`config.mk`:
```
export PLATFORM = sky130hd
export DESIGN_NAME = asyn_fifo
export DESIGN_NICKNAME = d
export VERILOG_FILES = /design/src/rtl/asyn_fifo_pkg.sv /design/src/rtl/asyn_fifo_ram.sv /design/src/rtl/asyn_fifo.sv
export SDC_FILE = /design/constraint.sdc
export NUM_CORES = 1
export LEC_CHECK = 0
export ABC_AREA = 1
export ABC_CLOCK_PERIOD_IN_PS = 2800
export BUFFER_PORTS_ARGS = -buffer_cell sky130_fd_sc_hd__buf_4
export CELL_PAD_IN_SITES_DETAIL_PLACEMENT = 0
export CELL_PAD_IN_SITES_GLOBAL_PLACEMENT = 1
export CORE_MARGIN = 5
export CORE_UTILIZATION = 37
export CTS_CLUSTER_DIAMETER = 60
export DETAILED_ROUTE_END_ITERATION = 10
export MAX_ROUTING_LAYER = met4
export PLACE_DENSITY_LB_ADDON = 0.1
export SETUP_SLACK_MARGIN = 0.1
export SLEW_MARGIN = 20
export SYNTH_ARGS = -nofsm -noshare
export SYNTH_HDL_FRONTEND = slang
export SYNTH_SLANG_ARGS = --single-unit
export TNS_END_PERCENT = 20
```
`constraint.sdc`:
```
create_clock -name clk -period 2.8 [get_ports clk]
set_input_delay 0.56 -clock clk [delete_from_list [all_inputs] [get_ports clk]]
set_output_delay 0.56 -clock clk [all_outputs]
set_load 0.05 [all_outputs]
```
`src/rtl/asyn_fifo_pkg.sv`:
```
// asyn_fifo shared constants and helpers.
// Provides the default geometry and the address-width function.
package asyn_fifo_pkg;

    localparam int DEF_WIDTH = 8;
    localparam int DEF_DEPTH = 16;

    function automatic int addr_w(input int depth);
        int w;
        w = 0;
        for (int i = 0; i < 32; i++) begin
            if ((1 << w) < depth) begin
                w = w + 1;
            end
        end
        return w;
    endfunction

endpackage

```
`src/rtl/asyn_fifo_ram.sv`:
```
// asyn_fifo storage: one write port, one registered read port.
// The array itself is never reset; only the read register is.
module asyn_fifo_ram
    import asyn_fifo_pkg::*;
#(
    parameter int WIDTH = DEF_WIDTH,
    parameter int DEPTH = DEF_DEPTH,
    localparam int AW = addr_w(DEPTH)
) (
    input  logic             clk,
    input  logic             rst,
    input  logic             we,
    input  logic [AW-1:0]    waddr,
    input  logic [WIDTH-1:0] wdata,
    input  logic             re,
    input  logic [AW-1:0]    raddr,
    output logic [WIDTH-1:0] rdata
);

    logic [WIDTH-1:0] mem [DEPTH];

    always_ff @(posedge clk) begin
        if (we) begin
            mem[waddr] <= wdata;
        end
    end

    always_ff @(posedge clk or posedge rst) begin
        if (rst) begin
            rdata <= '0;
        end else if (re) begin
            rdata <= mem[raddr];
        end
    end

endmodule

```
`src/rtl/asyn_fifo.sv`:
```
// asyn_fifo: single-clock FIFO with wrap-bit pointers.
// Define ASYN_FIFO_COUNT_EN to expose the occupancy count port.
module asyn_fifo
    import asyn_fifo_pkg::*;
#(
    parameter int WIDTH = DEF_WIDTH,
    parameter int DEPTH = DEF_DEPTH,
    localparam int AW = addr_w(DEPTH)
) (
    input  logic             clk,
    input  logic             rst,
    input  logic             winc,
    input  logic             rinc,
    input  logic [WIDTH-1:0] wdata,
    output logic [WIDTH-1:0] rdata,
    output logic             wfull,
    output logic             rempty
`ifdef ASYN_FIFO_COUNT_EN
    ,
    output logic [AW:0]      count
`endif
);

    logic [AW:0] wptr;
    logic [AW:0] rptr;
    logic        wen;
    logic        ren;

    assign rempty = (wptr == rptr);
    assign wfull  = (wptr[AW] != rptr[AW]) &&
                    (wptr[AW-1:0] == rptr[AW-1:0]);

    // Each request is gated by the flag seen before the edge.
    assign wen = winc && !wfull;
    assign ren = rinc && !rempty;

`ifdef ASYN_FIFO_COUNT_EN
    assign count = wptr - rptr;
`endif

    always_ff @(posedge clk or posedge rst) begin
        if (rst) begin
            wptr <= '0;
            rptr <= '0;
        end else begin
            if (wen) begin
                wptr <= wptr + 1'b1;
            end
            if (ren) begin
                rptr <= rptr + 1'b1;
            end
        end
    end

    asyn_fifo_ram #(
        .WIDTH (WIDTH),
        .DEPTH (DEPTH)
    ) u_ram (
        .clk   (clk),
        .rst   (rst),
        .we    (wen),
        .waddr (wptr[AW-1:0]),
        .wdata (wdata),
        .re    (ren),
        .raddr (rptr[AW-1:0]),
        .rdata (rdata)
    );

endmodule

```
* Yosys cells after proc, flatten, opt, wreduce, memory -nomap -nowiden
Memory sizes are Yosys's and may differ from the RTL's. A register that Yosys moved wholly into a read port is not among the register bits.
Index checks and enable logic that the tools add are counted.
** Word-level totals
- Register bits after elaboration :: 10
- Bits in writable memories :: 128
- Input port bits :: 12
- Output and inout port bits :: 10
- Logic and storage cells :: 15
- Memories :: 1
** Memory list
- u_ram.mem :: words 16, bits a word 8, read ports 1, clocked after Yosys merged registers in 1, wr ports 1, RTL line asyn_fifo_ram.sv:20 : logic [WIDTH-1:0] mem [DEPTH];
** Operators by class
- Add/sub/neg operators :: 2
- Eq/ne operators :: 3
- Multiplexer cells :: 2
- Reductions and logical operators :: 5
** Operators with widths (count)
- 5-bit by 1-bit adder with 5-bit output, second input constant :: 2
- 5-bit equality test :: 1
- 4-bit equality test :: 1
- 1-bit logical AND :: 3
- 1-bit logical NOT :: 2
- 1-bit two-way mux :: 2
- 1-bit inequality test :: 1

* Longest topological paths before layout
- Depth in word-level cells :: 6
- Depth in mapped cells :: 12
- Depth with buffers taken out :: 10

* Hierarchy
Synthesis repeated with hierarchy kept, for this count alone.
** Second synthesis, totals
- Cell total of the unflattened synthesis :: 569
- Area total of the unflattened synthesis :: 6266.0 um^2
** By module, submodules not included
- asyn_fifo_ram :: instances 1, cells an instance 482, area an instance 5595.4 um^2, sequential area each 4043.9 um^2
- asyn_fifo :: instances 1, cells an instance 87, area an instance 670.6 um^2, sequential area each 250.2 um^2

* Least setup slack after synthesis
OpenSTA, ideal clock, no wires.
- Path type :: flip-flop to flip-flop
- Start :: register rptr[1]
- End :: memory u_ram.mem[13][0] (netlist bit) (enable)
- Setup time :: 0.383 ns
- Arrival :: 1.668 ns
- Data required time :: 2.417 ns
- Setup slack :: 0.749 ns
- Cell stages (with the launch flop) :: 8
- Path buffers :: 2
- Clock period less this slack :: 2.051 ns
- Path through :: dfrtp_1 -> buf_4 -> xor2_1 -> nor2_2 -> nand3b_2 -> nand2_2 -> buf_6 -> nor3_1
** Between the ends
- Cells in the longest elaborated chain, start to end :: 6
** RTL lines
- from (decl) :: RTL line asyn_fifo.sv:25 : logic [AW:0] rptr;
- from (signal assigned) :: RTL line asyn_fifo.sv:50 : rptr <= rptr + 1'b1;
- 4-bit equality test :: RTL line asyn_fifo.sv:31 : (wptr[AW-1:0] == rptr[AW-1:0]);
- 1-bit logical AND :: RTL line asyn_fifo.sv:30 : assign wfull = (wptr[AW] != rptr[AW]) &&
- 1-bit logical NOT :: RTL line asyn_fifo.sv:34 : assign wen = winc && !wfull;
- 1-bit logical AND :: RTL line asyn_fifo.sv:34
- 1-bit two-way mux :: RTL line asyn_fifo_ram.sv:23 : if (we) begin
- 1-bit two-way mux (implied by the code) :: RTL line asyn_fifo_ram.sv:24 : mem[waddr] <= wdata;
- to (decl) :: RTL line asyn_fifo_ram.sv:20
Every way passes these cells.

* Worst setup path after layout
- Start :: register rptr[0]
- End :: output rempty
** Between the ends
- Cells in the longest elaborated chain, start to end :: 1
** RTL lines
- 5-bit equality test :: RTL line asyn_fifo.sv:29 : assign rempty = (wptr == rptr);
- to (decl) :: RTL line asyn_fifo.sv:17 : output logic rempty
Every way passes these cells.

==> results.json <==
{
  "run_status": "complete, no violations",
  "max_clock_freq_mhz": 425,
  "synth_cell_area_um2": 6650,
  "worst_r2r_path_depth": 9,
  "drt_first_pass_iters": 4,
  "clock_path_buffers": 2,
  "power_frac_comb_pct": 35.1,
  "layout_worst_path_cycle_share_pct": 84.0,
  "p_switching_uw": 2960,
  "clock_tree.htree_level_count": 4,
  "place_hpwl_um": 11300,
  "tritoncts": "done",
  "synthesis.instances": 685,
  "cts_setup_buffers": 0,
  "rsz0062_at_grt": "no",
  "hold_ws_ps": 272,
  "synth-warning-count": 0,
  "worstPathArrival_ps": 1790,
  "stdcell_count": 961,
  "number_of_antenna_violations_at_the_first_check_in_global_routing": 0,
  "hp-class": "primary input to asynchronous set/reset pin",
  "post-route-drc-count": 0,
  "finalWirelength_um": 16900,
  "post-route-min-period_ps": 2350,
  "setup_total_negative_slack_ps": 0,
  "critical_path.startpoint": "rptr[0]",
  "required_time_of_the_critical_path_ps": 2240,
  "synth.distinct_cells": 23,
  "grt_max_degree": 66,
  "floorplan.initialDensity_pct": 37.3,
  "finalWeightedCongestion": 0.874,
  "cp-start-kind": "register",
  "worst_slew_margin_rel_pct": 49.8,
  "dr_wl_met2_um": 8090,
  "vias_in_the_first_global_route": 4586,
  "critical_path.top_delay_family": "buffers and inverters",
  "final-setup-viol-count": 0,
  "hold_buffers": 0,
  "timing.critical_path.buf_inv": 3,
  "die_width_um": 144,
  "grt.overflow.total": 0,
  "fraction_of_final_layout_cells_with_drive_strength_greater_than_1_pct": 11.5,
  "slowest_delay_ps": 420,
  "drt_first_iter_violations": 287,
  "critical_path.cell_chain": "buf_4 > nand2_1 > nand2_1 > nor2_2 > nand3_2 > inv_1 > buf_4",
  "post_drt_via_cell_ratio": 4.66,
  "core-area_um2": 17800,
  "numCtsBuffers": 17,
  "pwr-share-seq_pct": 36.5,
  "die_h_um": 144,
  "static-leakage-power_uw": 0.00348,
  "pwr_density_cell_nw_per_um2": 1010,
  "design_internal_power_uw": 4750,
  "clock_tree_root_buffer_cell": "sky130_fd_sc_hd__clkbuf_16",
  "routed-via-count": 4476,
  "r2r_end": "u_ram.mem[5][4]",
  "worst_ir_drop_vdd_uv": 542,
  "max_slew.worst_pin.slew_ps": 752,
  "postCtsResizedCells": 0,
  "synth-seq-area-share_pct": 64.6,
  "dp.cells": 929,
  "die_area_um2": 20700,
  "timing.critical_path.to_type": "output port",
  "crit_type": "register to output port",
  "worst_r2r_startpoint": "rptr[0]",
  "drtAntennaViolNets": 0,
  "avgSynthCellArea_um2": 9.70,
  "grt_first_pass_wirelength_um": 26400,
  "cap_violations": 0,
  "top_layer": "met4",
  "worst_clock_skew_ps": 11.1,
  "cp_max_fo": 25,
  "design.portCount": 22,
  "placement_rows": 49,
  "grt.total_usage_pct": 18.1,
  "regToRegSetupSlack_ps": 760,
  "routedWlPerCell_um": 17.6,
  "clockPowerShare_pct": 28.3,
  "met3_length_um": 568,
  "synth-seq-cells": 146,
  "cts_sinks": 146,
  "syn-num-nets": 702,
  "post_route_m1_wl_um": 8010,
  "antenna_diodes": 0,
  "worst_path_max_delay_cell": "sky130_fd_sc_hd__dfrtp_2",
  "final-max-slew-violation-count": 0,
  "flow.area_growth_from_synthesis_pct": 15.0,
  "buffer_ports.inserted": 21,
  "layout.nets": 736,
  "insertion_delay_ps": 420,
  "hold_viol_final": 0,
  "clkSlewWorstSetupHoldPaths_ps": 60,
  "power.switching_fraction_pct": 38.4
}
==> state kept, by name, summed over array words and instances (netlist names) <==
signal and cells:
u_ram.mem 128, u_ram.rdata 8, rptr 5, wptr 5
==> Yosys cell counts <==
library cell	instances	share of area, %
sky130_fd_sc_hd__edfxtp_1	128	58
sky130_fd_sc_hd__clkbuf_1	6	0.34
sky130_fd_sc_hd__nand2_2	1	0.094
sky130_fd_sc_hd__buf_2	10	0.75
sky130_fd_sc_hd__dfrtp_1	18	6.8
sky130_fd_sc_hd__ha_1	5	0.94
sky130_fd_sc_hd__clkinv_1	2	0.11
sky130_fd_sc_hd__nand3b_2	1	0.17
sky130_fd_sc_hd__inv_2	4	0.23
sky130_fd_sc_hd__nor3_1	14	1.1
sky130_fd_sc_hd__nand3_1	83	6.3
sky130_fd_sc_hd__o21ai_1	2	0.15
sky130_fd_sc_hd__nand2_4	1	0.17
sky130_fd_sc_hd__xor2_1	5	0.66
sky130_fd_sc_hd__inv_1	132	7.5
sky130_fd_sc_hd__nor2_1	2	0.11
sky130_fd_sc_hd__xnor2_1	5	0.66
sky130_fd_sc_hd__nor2_2	2	0.19
sky130_fd_sc_hd__buf_4	5	0.56
sky130_fd_sc_hd__nand3_2	1	0.15
sky130_fd_sc_hd__nor3_2	1	0.15
sky130_fd_sc_hd__buf_6	6	1.0
sky130_fd_sc_hd__nand2_1	251	14
==> cells in the final DEF (no fill, tap or decap), types with 2 or more instances in the layout <==
| cell type | Yosys | routed |
|---|---|---|
| sky130_fd_sc_hd__nand3_1 | 83 | 83 |
| sky130_fd_sc_hd__nor2_1 | 2 | 2 |
| sky130_fd_sc_hd__edfxtp_1 | 128 | 128 |
| sky130_fd_sc_hd__o21ai_1 | 2 | 2 |
| sky130_fd_sc_hd__buf_4 | 5 | 42 |
| sky130_fd_sc_hd__nand2_1 | 251 | 251 |
| sky130_fd_sc_hd__ha_1 | 5 | 5 |
| sky130_fd_sc_hd__xor2_1 | 5 | 5 |
| sky130_fd_sc_hd__clkinv_1 | 2 | 3 |
| sky130_fd_sc_hd__bufinv_16 | 0 | 2 |
| sky130_fd_sc_hd__xnor2_1 | 5 | 5 |
| sky130_fd_sc_hd__nor3_1 | 14 | 14 |
| sky130_fd_sc_hd__inv_1 | 132 | 132 |
| sky130_fd_sc_hd__clkinv_2 | 0 | 4 |
| sky130_fd_sc_hd__clkbuf_16 | 0 | 17 |
| sky130_fd_sc_hd__nor2_2 | 2 | 2 |
| sky130_fd_sc_hd__clkinvlp_4 | 0 | 4 |
| sky130_fd_sc_hd__dfrtp_1 | 18 | 17 |
| sky130_fd_sc_hd__inv_2 | 4 | 4 |
| sky130_fd_sc_hd__clkinv_4 | 0 | 2 |
==> per-layer routing <==
layer / global-route usage, % / vias to the layer above
li1: - / 2214
met2: 28.3 / 80
met4: 5.10 / 0
met3: 2.61 / 21
met5: - / -
met1: 24.9 / 2161
==> through the flow <==
| stage | power, uW | setup WS [ps] | util [%] | cell area [um2] |
|---|---|---|---|---|
| after global routing | 8210 | 358 | 42.8 | 7640 |
| final | 7710 | 449 | 42.8 | 7640 |
| after floorplan | 4800 | 749 | - | 6650 |
| after detailed placement | 5600 | 757 | 39.6 | 7070 |
| after CTS | 7790 | 432 | 42.8 | 7640 |
| after global placement | 5610 | 796 | 39.6 | 7070 |
==> area by class of cell <==
| class | instances | area [um2] |
|---|---|---|
| well taps | 229 | 287 |
| clock buffers | 18 | 429 |
| clock inverters | 14 | 140 |
| multi-input cells | 374 | 1660 |
| inverters | 138 | 518 |
| flip-flops and latches | 146 | 4300 |
| repair buffers | 42 | 315 |
| fillers | 1733 | 10200 |
==> cell families (layout without fill, tap and decap cells) <==
group,Yosys count,after routing,synth area share [%]
buffers and inverters,165,212,10.5
AOI/OAI and AO/OA,2,2,0.151
and+or+nand+nor,357,357,22.5
adders and majority gates,5,5,0.941
xor gates and xnor gates,10,10,1.32
DFF,146,146,64.6
==> how the worst max path moves through the flow <==
stage                             endpoint  slack, ps  cells past startpoint
after floorplan           u_ram.mem[13][0]        750                      7
after global placement    u_ram.mem[14][0]        800                      7
after detailed placement  u_ram.mem[14][0]        760                      7
after CTS                           rempty        430                      7
after global routing                rempty        360                      7
final                               rempty        450                      7
==> power groups by stage <==
stage	sequential, uW	clock (uW)	combinational (uW)
2_1_floorplan	3020	0	1780
3_5_place_dp	2860	0	2740
5_1_grt	2850	2320	3040
4_1_cts	2820	2220	2750
3_3_place_gp	2850	0	2750
6_report	2820	2190	2710
Note: power is estimated with default switching activity, not from simulation.
